`src/rtl/pipe_hazard_ctrl.sv`:
```
// pipe_hazard_ctrl
// Stall/flush controller for an S-stage in-order pipeline. It turns per-stage
// stall requests and redirect requests into per-register hold, bubble and flush
// enables. A redirect whose resolving instruction cannot yet leave its stage is
// parked and applied later. Saturating statistics and a stall watchdog are also
// kept here.
// hold/bubble/flush are combinational, so a redirect with free downstream
// stages takes effect in the same cycle. They never depend on the counters or
// on the watchdog state.
module pipe_hazard_ctrl #(
    parameter int S          = 5,
    parameter int SW         = $clog2(S),
    parameter int CNT_W      = 32,
    parameter int WDOG_LIMIT = 1024
) (
    input  logic             clk_in,
    input  logic             rst_in,
    input  logic             rdy_in,
    input  logic [S-1:0]     stall_req,
    input  logic             flush_req,
    input  logic [SW-1:0]    flush_stage,
    output logic [S-1:0]     hold,
    output logic [S-1:0]     bubble,
    output logic [S-1:0]     flush,
    output logic             flush_pending,
    output logic [CNT_W-1:0] stall_cycles,
    output logic [CNT_W-1:0] flush_count,
    output logic             deadlock
);

    localparam int              WD_W       = $clog2(WDOG_LIMIT + 1);
    localparam logic [WD_W-1:0] WD_LIMIT_V = WD_W'(WDOG_LIMIT);
    localparam logic [SW-1:0]   STAGE_LO   = SW'(1);
    localparam logic [SW-1:0]   STAGE_HI   = SW'(S - 2);
    localparam logic [CNT_W-1:0] CNT_MAX   = {CNT_W{1'b1}};

    // Base stall view, before any redirect is considered.
    logic [S-1:0]     hold_b_s;
    logic [S-1:0]     bubble_b_s;
    logic             acc_s;

    // Redirect resolution.
    logic             req_valid_s;
    logic             eff_valid_s;
    logic [SW-1:0]    eff_stage_s;
    logic             down_busy_s;
    logic [S-1:0]     flush_mask_s;
    logic             apply_s;

    // Final enables.
    logic [S-1:0]     hold_s;
    logic [S-1:0]     bubble_s;
    logic [S-1:0]     flush_s;

    // State.
    logic             pend_r;
    logic [SW-1:0]    pend_stage_r;
    logic [CNT_W-1:0] stall_cycles_r;
    logic [CNT_W-1:0] flush_count_r;
    logic [WD_W-1:0]  wd_cnt_r;
    logic [WD_W-1:0]  wd_next_s;
    logic             deadlock_r;

    // A stall at stage k freezes every register feeding stages 0..k.
    always_comb begin
        hold_b_s = '0;
        acc_s    = 1'b0;
        for (int r = S - 1; r >= 0; r--) begin
            acc_s       = acc_s | stall_req[r];
            hold_b_s[r] = acc_s;
        end
    end

    // The first moving register behind a held one receives a NOP.
    always_comb begin
        bubble_b_s = '0;
        for (int r = 1; r < S; r++) begin
            bubble_b_s[r] = hold_b_s[r-1] & ~hold_b_s[r];
        end
    end

    // A redirect from IF or WB, or from beyond WB, is not meaningful and is ignored.
    assign req_valid_s = flush_req & (flush_stage >= STAGE_LO) & (flush_stage <= STAGE_HI);

    // Merge a new request with the parked one; the older (deeper) stage wins.
    always_comb begin
        if (req_valid_s && pend_r) begin
            eff_valid_s = 1'b1;
            eff_stage_s = (flush_stage > pend_stage_r) ? flush_stage : pend_stage_r;
        end else if (req_valid_s) begin
            eff_valid_s = 1'b1;
            eff_stage_s = flush_stage;
        end else if (pend_r) begin
            eff_valid_s = 1'b1;
            eff_stage_s = pend_stage_r;
        end else begin
            eff_valid_s = 1'b0;
            eff_stage_s = '0;
        end
    end

    // Check if the resolving instruction can advance, and build the flush mask 0..e.
    always_comb begin
        down_busy_s  = 1'b0;
        flush_mask_s = '0;
        for (int r = 0; r < S; r++) begin
            down_busy_s     = down_busy_s | (hold_b_s[r] & (r == (int'(eff_stage_s) + 1)));
            flush_mask_s[r] = (r <= int'(eff_stage_s));
        end
    end

    assign apply_s = eff_valid_s & rdy_in & ~rst_in & ~down_busy_s;

    // Final enables: reset and global freeze hold everything; an applied flush
    // overrides hold/bubble on the registers it clears.
    always_comb begin
        if (rst_in || !rdy_in) begin
            hold_s   = '1;
            bubble_s = '0;
            flush_s  = '0;
        end else if (apply_s) begin
            hold_s   = hold_b_s & ~flush_mask_s;
            bubble_s = bubble_b_s & ~flush_mask_s;
            flush_s  = flush_mask_s;
        end else begin
            hold_s   = hold_b_s;
            bubble_s = bubble_b_s;
            flush_s  = '0;
        end
    end

    // Park a redirect that cannot be applied yet; only application or reset releases it.
    always_ff @(posedge clk_in) begin
        if (rst_in) begin
            pend_r       <= 1'b0;
            pend_stage_r <= '0;
        end else if (apply_s) begin
            pend_r       <= 1'b0;
            pend_stage_r <= '0;
        end else if (eff_valid_s) begin
            pend_r       <= 1'b1;
            pend_stage_r <= eff_stage_s;
        end else begin
            pend_r       <= pend_r;
            pend_stage_r <= pend_stage_r;
        end
    end

    // Saturating count of cycles where the PC is held while the pipeline is enabled.
    always_ff @(posedge clk_in) begin
        if (rst_in) begin
            stall_cycles_r <= '0;
        end else if (rdy_in && hold_s[0] && (stall_cycles_r != CNT_MAX)) begin
            stall_cycles_r <= stall_cycles_r + CNT_W'(1);
        end else begin
            stall_cycles_r <= stall_cycles_r;
        end
    end

    // Saturating count of redirects that actually took effect.
    always_ff @(posedge clk_in) begin
        if (rst_in) begin
            flush_count_r <= '0;
        end else if (apply_s && (flush_count_r != CNT_MAX)) begin
            flush_count_r <= flush_count_r + CNT_W'(1);
        end else begin
            flush_count_r <= flush_count_r;
        end
    end

    assign wd_next_s = (wd_cnt_r == WD_LIMIT_V) ? wd_cnt_r : wd_cnt_r + WD_W'(1);

    // Watchdog: run length of consecutive enabled stall cycles; a long run sets a sticky flag.
    always_ff @(posedge clk_in) begin
        if (rst_in) begin
            wd_cnt_r   <= '0;
            deadlock_r <= 1'b0;
        end else if (rdy_in) begin
            if (hold_s[0]) begin
                wd_cnt_r   <= wd_next_s;
                deadlock_r <= deadlock_r | (wd_next_s == WD_LIMIT_V);
            end else begin
                wd_cnt_r   <= '0;
                deadlock_r <= deadlock_r;
            end
        end else begin
            wd_cnt_r   <= wd_cnt_r;
            deadlock_r <= deadlock_r;
        end
    end

    assign hold          = hold_s;
    assign bubble        = bubble_s;
    assign flush         = flush_s;
    assign flush_pending = pend_r;
    assign stall_cycles  = stall_cycles_r;
    assign flush_count   = flush_count_r;
    assign deadlock      = deadlock_r;

endmodule

```
`config.mk`:
```
export PLATFORM = sky130hd
export DESIGN_NAME = pipe_hazard_ctrl
export DESIGN_NICKNAME = d
export VERILOG_FILES = /design/src/rtl/pipe_hazard_ctrl.sv
export SDC_FILE = /design/constraint.sdc
export NUM_CORES = 1
export LEC_CHECK = 0
export BUFFER_PORTS_ARGS = -buffer_cell sky130_fd_sc_hd__buf_4
export CAP_MARGIN = 0
export CORE_AREA = 3 3 110 112
export CTS_BUF_LIST = sky130_fd_sc_hd__clkbuf_2
export DETAILED_ROUTE_END_ITERATION = 8
export DIE_AREA = 0 0 113 115
export MAX_ROUTING_LAYER = met4
export PLACE_DENSITY_LB_ADDON = 0.12
export SLEW_MARGIN = 20
export SYNTH_ARGS = -nofsm -noshare
export SYNTH_HDL_FRONTEND = slang
export SYNTH_SLANG_ARGS = --single-unit
export TNS_END_PERCENT = 50
```
`constraint.sdc`:
```
create_clock -name clk_in -period 4.92 [get_ports clk_in]
set_input_delay 0.246 -clock clk_in [delete_from_list [all_inputs] [get_ports clk_in]]
set_output_delay 0.246 -clock clk_in [all_outputs]
set_load 0.01 [all_outputs]
```
==> impl_metrics.csv, run 1 <==
group,metric,value,unit
status,outcome,"completed",
critical_path,r2r-end,"stall_cycles[28]",
synthesis,netlist_area,4470,sq um
synthesis,ys_warn_count,0,
floorplan,start_util,0.395,
power,p_int,801,uW
floorplan,row_count,39,
timing,max_slew.worst_pin.slew,0.945,ns
clock_tree,postCtsSetupBuffers,0,
timing,setup_slack,0.999,ns
routing,antenna_left,0,
synthesis,postSynthAreaPerCell,7.86,sq um
clock_tree,cts_max_level,3,
routing,first_pass_iters,4,
power,swShare,0.266,
timing,relSlewSlack,0.370,
critical_path,slowest_delay,0.51,ns
floorplan,die_h,115,um
critical_path,crit_fanout,39,
power,p_per_area,204,nW/um^2
clock_tree,clkLatencyLatePin,0.52,ns
synthesis,yosys_most_used_dff,"dfxtp_1",
grt,track_usage,0.183,
clock_tree,cts_tree,"yes",
hold_path,min_from,"flush_req",
placed_design,portBuffers,91,
layout,area_growth,19.8,%
hold_path,hp-class,"in2reg",
synthesis,async_flop_share,0,
hold_path,holdPathEnd,"pend_stage_r[2]",
synthesis,synthCells,568,
power,p_total,1.09,mW
grt,grt_pass1_vias,3904,
timing,setup_viol,0,
timing,rsz0062_at_grt,"false",
routing,wl_per_cell,14.6,um
clock_tree,cts_root_buffer,"clkbuf_2",
clock_tree,cts_made_buffers,9,
power,ir_drop,0.114,mV
critical_path,rr_worst_depth,12,
power,power_frac_comb,0.073,
grt,antenna_found_initial,0,
timing,slew_violations,0,
timing,period_share,0.797,
placed_design,dpl_cell_area,5210,sq um
floorplan,io_pins,93,
clock_tree,post_cts_resized,0,
placed_design,hpwl,8100,um
layout,design_area,5350,sq um
grt,grt_max_degree,79,
synthesis,synth_cell_types,63,
clock_tree,clkTransAtPathRegs,0.22,ns
power,p_switching,291,uW
timing,finalHoldViolations,0,
routing,drc_errors,0,
layout,drive_above_1_share,0.197,
timing,setup_tns,0,ns
routing,drt-initial-drc-count,241,
synthesis,synth_seq_cells,80,
timing,worst_clock_skew,0.0377,ns
critical_path,cp.required,4.67,ns
floorplan,dieArea,13000,sq um
synthesis,synth-edff-count,0,
routing,vias_per_cell,5.36,
synthesis,synth_fp_nets,587,
timing,fmax,255,MHz
routing,wl,11600,um
critical_path,r2r-start,"pend_stage_r[1]",
power,power.leakage,2.03,nW
power,pwr-share-clk,0.321,
placed_design,post-place-ws,1.28,ns
critical_path,path_class,"reg2out",
grt,grt_overflow_total,0,
power,power_frac_seq,0.606,
critical_path,reg2reg_slack,1.19,ns
routing,via_count,4256,
critical_path,worst_setup_path_end_kind,"primary output",
critical_path,start_kind,"flop",
timing,layout_min_cycle_time,3.92,ns
critical_path,path_cells,"inv_1, ha_1, and3b_1, o21ai_2, a31oi_1, or4_1, o22a_4, inv_2, o21ai_0, buf_4",
job,drv_cap,0,
floorplan,die_w,113,um
synthesis,synth.yosys.seq_area_share,0.359,
floorplan,coreArea,11300,sq um
critical_path,arrival,3.68,ns
layout,final_net_count,665,
hold_path,hold_path_depth,3,
grt,grt_pass1_wl,19400,um
clock_tree,clock-sinks,80,
clock_tree,clk_path_buf_depth,2,
layout,utilization,0.473,
layout,insertedDiodeCount,0,
critical_path,crit_slowest_cell,"inv_2",
placed_design,gp_congestion,0.821,
## layout by cell type (no fill, tap or decap), types with 5 or more instances in the layout
cell,count
a31oi_1,6
nor4_1,14
nand4b_1,5
dfxtp_1,80
and3_1,25
nand3_1,42
nand2_1,48
o21ai_0,17
nor2_1,89
xnor2_1,38
ha_1,7
buf_4,94
inv_1,11
clkbuf_2,10
and4_1,8
a21oi_1,21
nand4_1,14
xor2_1,17
nor3_1,33
## worst max-delay path, delay by kind of cell, from the launching register on
| family | cells | cell delay, ns |
|---|---|---|
| simple gates | 2 | 0.66 |
| buf+inv | 3 | 0.78 |
| flops | 1 | 0.46 |
| compound gates | 4 | 0.98 |
| fa+ha+maj | 1 | 0.29 |
## cell families (layout without fill, tap and decap cells)
logic type | Yosys count | after routing | synth area share
AND/OR/NAND/NOR | 305 | 305 | 0.350
flip-flops | 80 | 80 | 0.359
AO/OA/AOI/OAI | 73 | 73 | 0.111
XOR/XNOR | 55 | 55 | 0.108
buffers and inverters | 44 | 127 | 0.0445
adder cells (fa/ha/maj) | 7 | 7 | 0.0196
multiplexers | 3 | 3 | 0.00812
other | 1 | 1 | 0.000840
## flip-flops by register name (all words and copies together), names as in the netlist
| signal | flops |
|---|---|
| flush_count | 32 |
| stall_cycles | 32 |
| wd_cnt_r | 11 |
| pend_stage_r | 3 |
| deadlock | 1 |
| flush_pending | 1 |
## routing by layer
layer / up-vias / part of all wire / track usage / wire length (um)
met4: 0 / 0.0090 / 0.0433 / 104
li1: 2178 / - / - / -
met5: - / 0 / - / 0
met2: 83 / 0.47 / 0.293 / 5490
met3: 9 / 0.044 / 0.0368 / 517
met1: 1986 / 0.47 / 0.240 / 5510
## how the worst max path moves through the flow
stage / depth (start not counted) / start / slack [ns] / end
CTS: 10 / pend_stage_r[1] / 0.98 / hold[0]
finish: 10 / pend_stage_r[1] / 1.0 / hold[0]
global placement: 12 / pend_stage_r[1] / 1.37 / stall_cycles[28]
floorplan: 13 / pend_stage_r[1] / 2.17 / flush_count[30]
global route: 10 / pend_stage_r[1] / 0.70 / hold[0]
detailed placement: 12 / pend_stage_r[1] / 1.28 / stall_cycles[28]
## repair_timing
item                                   in CTS  in global routing
setup endpoints to repair                   0                  0
hold buffers                                2                  1
endpoints found under the hold margin       2                  1
## cell type report
cell class,instances,area (sq um)
Fill cell,1195,5970
Clock buffer,10,50.0
Multi-Input combinational cell,444,2670
Clock inverter,6,58.8
Inverter,14,52.6
Sequential cell,80,1600
Tap cell,143,179
Timing Repair Buffer,97,736
## power groups by stage
stage	sequential, mW	clock (mW)	combinational [mW]
2_1_floorplan	0.673	0	0.0517
3_3_place_gp	0.674	0	0.0768
3_5_place_dp	0.675	0	0.0775
4_1_cts	0.662	0.366	0.0791
5_1_grt	0.664	0.390	0.0888
6_report	0.662	0.350	0.0794
## synth_stat cells (4+ instances only)
library cell,count,area [sq um]
nor2_1,89,334
dfxtp_1,80,1600
nand2_1,48,180
nand3_1,42,210
xnor2_1,38,333
nor3_1,33,165
and3_1,25,156
a21oi_1,21,105
clkbuf_1,17,63.8
o21ai_0,17,85.1
xor2_1,17,149
nor4_1,15,93.8
nand4_1,14,87.6
inv_1,11,41.3
buf_2,9,45.0
and4_1,8,70.1
ha_1,7,87.6
a31oi_1,6,37.5
nand4b_1,5,43.8
or3_1,4,25.0
## stage by stage
stage	cells	hold WS (ns)
2_1_floorplan	568	0.434
3_3_place_gp	775	0.463
3_5_place_dp	775	0.459
4_1_cts	793	0.000387
5_1_grt	794	0.0581
6_report	794	0.123
Power figures use the tool's default switching activity.
==> inputs of run 2 (changes only) <==
==> constraint.sdc (replaced) <==
create_clock -name clk_in -period 3.3 [get_ports clk_in]
set_input_delay 0.165 -clock clk_in [delete_from_list [all_inputs] [get_ports clk_in]]
set_output_delay 0.165 -clock clk_in [all_outputs]
set_load 0.01 [all_outputs]
==> impl_metrics.csv, run 2 (synthesized netlist as in run 1, its figures left out) <==
group,metric,value,unit
clock_tree,clkLatencyLatePin,0.58,ns
timing,layout_min_cycle_time,3.22,ns
critical_path,worst_setup_path_end_kind,"primary output",
floorplan,io_pins,93,
grt,grt_pass1_vias,4127,
layout,insertedDiodeCount,0,
critical_path,cp.required,3.13,ns
grt,antenna_found_initial,0,
timing,slew_violations,0,
grt,track_usage,0.188,
clock_tree,cts_root_buffer,"clkbuf_2",
timing,worst_clock_skew,0.0283,ns
grt,grt_overflow_total,0,
layout,final_net_count,684,
critical_path,crit_fanout,7,
critical_path,crit_family,"compound AO/OA/AOI/OAI gates",
floorplan,start_util,0.395,
timing,max_slew.worst_pin.slew,0.822,ns
routing,antenna_left,0,
hold_path,hp-class,"in2reg",
layout,area_growth,25.4,%
critical_path,start_kind,"flop",
critical_path,arrival,3.06,ns
routing,via_count,4396,
timing,period_share,0.977,
timing,setup_viol,0,
critical_path,crit_buf_inv,2,
layout,drive_above_1_share,0.244,
clock_tree,cts_max_level,3,
timing,rsz0062_at_grt,"true",
critical_path,cp.depth,10,
layout,final_common_cell,"buf_4",
power,ir_drop,0.192,mV
clock_tree,cts_tree,"yes",
power,p_total,1.60,mW
layout,final_cell_mix,"110 x buf_4, 88 x nor2_1, 78 x dfxtp_1",
critical_path,rr_worst_depth,12,
timing,setup_slack,0.0759,ns
clock_tree,clock-sinks,80,
timing,finalHoldViolations,0,
floorplan,row_count,39,
layout,num-fill-cells,1170,
grt,grt_pass1_wl,19700,um
routing,wl,12100,um
floorplan,coreArea,11300,sq um
status,outcome,"completed",
routing,first_pass_iters,4,
placed_design,portBuffers,91,
routing,wl_per_cell,14.9,um
clock_tree,clk_path_buf_depth,2,
hold_path,hold_path_depth,4,
timing,relSlewSlack,0.452,
floorplan,die_w,113,um
routing,vias_per_cell,5.41,
placed_design,post-place-ws,0.188,ns
clock_tree,clkTransAtPathRegs,0.23,ns
placed_design,hpwl,8180,um
grt,grt_max_degree,78,
floorplan,die_h,115,um
critical_path,crit_slowest_cell,"or4_4",
critical_path,path_cells,"inv_2, ha_4, and3b_2, o21ai_4, a31oi_4, or4_4, o22a_4, a21oi_4, o21ai_2, buf_4",
critical_path,slowest_delay,0.50,ns
routing,drt-initial-drc-count,236,
job,drv_cap,0,
power,p_per_area,286,nW/um^2
layout,design_area,5600,sq um
routing,drc_errors,0,
placed_design,gp_congestion,0.851,
timing,fmax,310,MHz
power,power.leakage,2.13,nW
placed_design,dpl_cell_area,5300,sq um
critical_path,path_class,"reg2out",
clock_tree,cts_made_buffers,9,
floorplan,dieArea,13000,sq um
==> run 2: final timing paths <==
path / slack [ns] / endpoint / start
worst min-delay path: 0.05 / deadlock / rst_in
worst max register to register: 0.15 / pend_stage_r[2] / pend_stage_r[1]
worst min register to register: 0.47 / deadlock / deadlock
worst max-delay path: 0.08 / hold[1] / pend_stage_r[1]
==> run 2: what timing repair did <==
item                                    in CTS  in global routing
resized for setup                           11                 15
hold endpoints to repair                     8                  0
pin swaps                                    1                  8
endpoints found under the setup margin       8                  7
setup buffers                                1                  9
hold buffers                                 4                  0
gates cloned                                 0                  1
==> run 2: report_power, final <==
| part | internal [mW] | total, mW | switching [mW] | leakage (nW) |
|---|---|---|---|---|
| combinational | 0.0542 | 0.138 | 0.0838 | 1.43 |
| sequential | 0.975 | 0.987 | 0.0115 | 0.647 |
| clock | 0.0964 | 0.477 | 0.381 | 0.0504 |
==> run 2: metrics by stage <==
stage          setup TNS [ns]  instances  hold slack (ns)  utilization
4_1_cts                     0        802          0.00998        0.481
3_5_place_dp                0        783            0.445        0.468
6_report                    0        812           0.0522        0.495
5_1_grt               -0.0585        812           0.0723        0.495
3_3_place_gp                0        783            0.442        0.468
2_1_floorplan               0        568            0.387            -
==> run 2: layout make-up <==
cell class              count  area [sq um]  share of cell area
clock buffers               9          45.0             0.00804
clock inverters             6          45.0             0.00804
inverters                  14          65.1              0.0116
multi-input cells         444          2760               0.494
flip-flops and latches     80          1610               0.287
well taps                 143           179              0.0320
repair buffers            115           886               0.158
repair inverters            1          8.76             0.00156
==> run 2: layer usage <==
layer  wire [um]  global-route usage  vias to the layer above  share of wire
met5           0                   -                        -              0
met4         278              0.0785                        0          0.023
met3         709              0.0321                       22          0.059
met2        5550               0.299                      115           0.46
met1        5530               0.236                     2057           0.46
li1            -                   -                     2202              -
==> run 2: worst min-delay path: stages <==
cell	delay (ns)
buf_4	0.11
clkinv_1	0.18
nand2_1	0.09
o41ai_1	0.05
==> inputs of run 3 (changes only) <==
--- a/config.mk
+++ b/config.mk
@@ -12,7 +12,7 @@
 export DETAILED_ROUTE_END_ITERATION = 8
 export DIE_AREA = 0 0 113 115
 export MAX_ROUTING_LAYER = met4
-export PLACE_DENSITY_LB_ADDON = 0.12
+export PLACE_DENSITY_LB_ADDON = 0.3
 export SLEW_MARGIN = 20
 export SYNTH_ARGS = -nofsm -noshare
 export SYNTH_HDL_FRONTEND = slang
==> impl_metrics.csv, run 3 (synthesized netlist as in run 1, its figures left out) <==
group,metric,value,unit
status,outcome,"completed",
clock_tree,cts_max_level,3,
routing,drt-initial-drc-count,291,
timing,setup_tns,0,ns
timing,rsz0062_at_grt,"true",
timing,slew_violations,0,
critical_path,cp.required,3.13,ns
grt,track_usage,0.189,
clock_tree,clk_path_buf_depth,2,
power,p_per_area,289,nW/um^2
power,p_switching,442,uW
routing,via_count,4468,
layout,final_common_cell,"buf_4",
floorplan,coreArea,11300,sq um
layout,drive_above_1_share,0.244,
grt,grt_pass1_wl,20100,um
hold_path,hold_path_depth,4,
power,p_int,1.20,mW
routing,first_pass_iters,5,
critical_path,arrival,3.07,ns
routing,wl,12200,um
floorplan,dieArea,13000,sq um
floorplan,start_util,0.395,
layout,final_cell_mix,"109 x buf_4, 88 x nor2_1, 78 x dfxtp_1",
timing,setup_viol,0,
floorplan,io_pins,93,
layout,final_net_count,686,
power,ir_drop,0.173,mV
placed_design,hpwl,8150,um
power,pwr-share-clk,0.312,
floorplan,die_w,113,um
placed_design,post-place-ws,0.207,ns
power,power_frac_comb,0.087,
timing,relSlewSlack,0.449,
routing,antenna_left,0,
timing,finalHoldViolations,0,
critical_path,startpoint,"pend_stage_r[1]",
power,swShare,0.270,
critical_path,rr_worst_depth,11,
timing,period_share,0.980,
routing,wl_per_cell,15.0,um
job,drv_cap,0,
power,power.leakage,2.17,nW
timing,setup_slack,0.0648,ns
hold_path,hp-class,"in2reg",
critical_path,r2r-start,"pend_stage_r[1]",
floorplan,die_h,115,um
timing,layout_min_cycle_time,3.24,ns
clock_tree,cts_made_buffers,9,
clock_tree,clkLatencyLatePin,0.53,ns
timing,timing.hold.ws,0.0769,ns
routing,drc_errors,0,
grt,grt_pass1_vias,4148,
power,power_frac_seq,0.601,
floorplan,row_count,39,
routing,vias_per_cell,5.48,
clock_tree,cts_root_buffer,"clkbuf_2",
grt,grt_max_degree,78,
timing,fmax,309,MHz
clock_tree,clock-sinks,80,
layout,utilization,0.501,
critical_path,worst_setup_path_end_kind,"primary output",
placed_design,gp_congestion,0.923,
hold_path,min_from,"rst_in",
grt,grt_overflow_total,0,
critical_path,path_class,"reg2out",
clock_tree,cts_tree,"yes",
critical_path,start_kind,"flop",
placed_design,portBuffers,91,
critical_path,crit_fanout,7,
clock_tree,clkTransAtPathRegs,0.22,ns
layout,area_growth,27.0,%
placed_design,dp.cells,781,
layout,layoutNonFillerInstCount,815,
timing,worst_clock_skew,0.0148,ns
timing,max_slew.worst_pin.slew,0.826,ns
layout,insertedDiodeCount,0,
grt,antenna_found_initial,0,
==> run 3: critical path: stages, from the launching register on <==
cell     delay [ns]
dfxtp_4        0.41
inv_2          0.04
ha_4           0.20
and3b_2        0.24
o21ai_4        0.28
a31oi_4        0.14
or4_4          0.52
o22a_4         0.28
nor2_2         0.21
nor2_1         0.08
buf_4          0.15
==> run 3: path summary, 6_finish.rpt <==
check,end,slack [ns]
max,hold[2],0.06
min,deadlock,0.08
max reg2reg,pend_stage_r[2],0.13
min reg2reg,deadlock,0.48
==> run 3: per-layer routing <==
| metal | wire [um] | up-vias | GRT usage |
|---|---|---|---|
| met5 | 0 | - | - |
| met4 | 174 | 0 | 0.0505 |
| met3 | 720 | 19 | 0.0458 |
| met2 | 5960 | 141 | 0.310 |
| met1 | 5360 | 2103 | 0.233 |
| li1 | - | 2205 | - |
==> run 3: what timing repair did <==
action                                  4_1_cts  5_1_grt
endpoints found under the setup margin        6        8
gates resized for setup                      11       19
buffers inserted                              1       11
pin swaps                                     1        6
hold buffers                                  4        0
hold endpoints to repair                      8        0
gates cloned                                  1        1
==> run 3: per-stage QoR <==
step / cell area, sq um / total power [mW]
floorplan: 4470 / 1.08
global placement: 5270 / 1.12
detailed placement: 5270 / 1.13
CTS: 5490 / 1.65
global route: 5670 / 1.72
finish: 5670 / 1.64
==> run 3: power groups by stage <==
stage | Combinational [mW] | Clock [mW] | Sequential, mW
2_1_floorplan | 0.0770 | 0 | 1.00
5_1_grt | 0.157 | 0.571 | 0.989
6_report | 0.143 | 0.512 | 0.986
3_5_place_dp | 0.120 | 0 | 1.01
4_1_cts | 0.128 | 0.540 | 0.987
3_3_place_gp | 0.117 | 0 | 1.01
==> run 3: final cells by class <==
| type | instances | area (sq um) |
|---|---|---|
| Tap cell | 143 | 179 |
| Clock inverter | 7 | 62.6 |
| Sequential cell | 80 | 1610 |
| Clock buffer | 9 | 45.0 |
| Timing Repair Buffer | 117 | 942 |
| Inverter | 14 | 65.1 |
| Multi-Input combinational cell | 444 | 2760 |
| Fill cell | 1104 | 5650 |
| Timing Repair inverter | 1 | 8.76 |
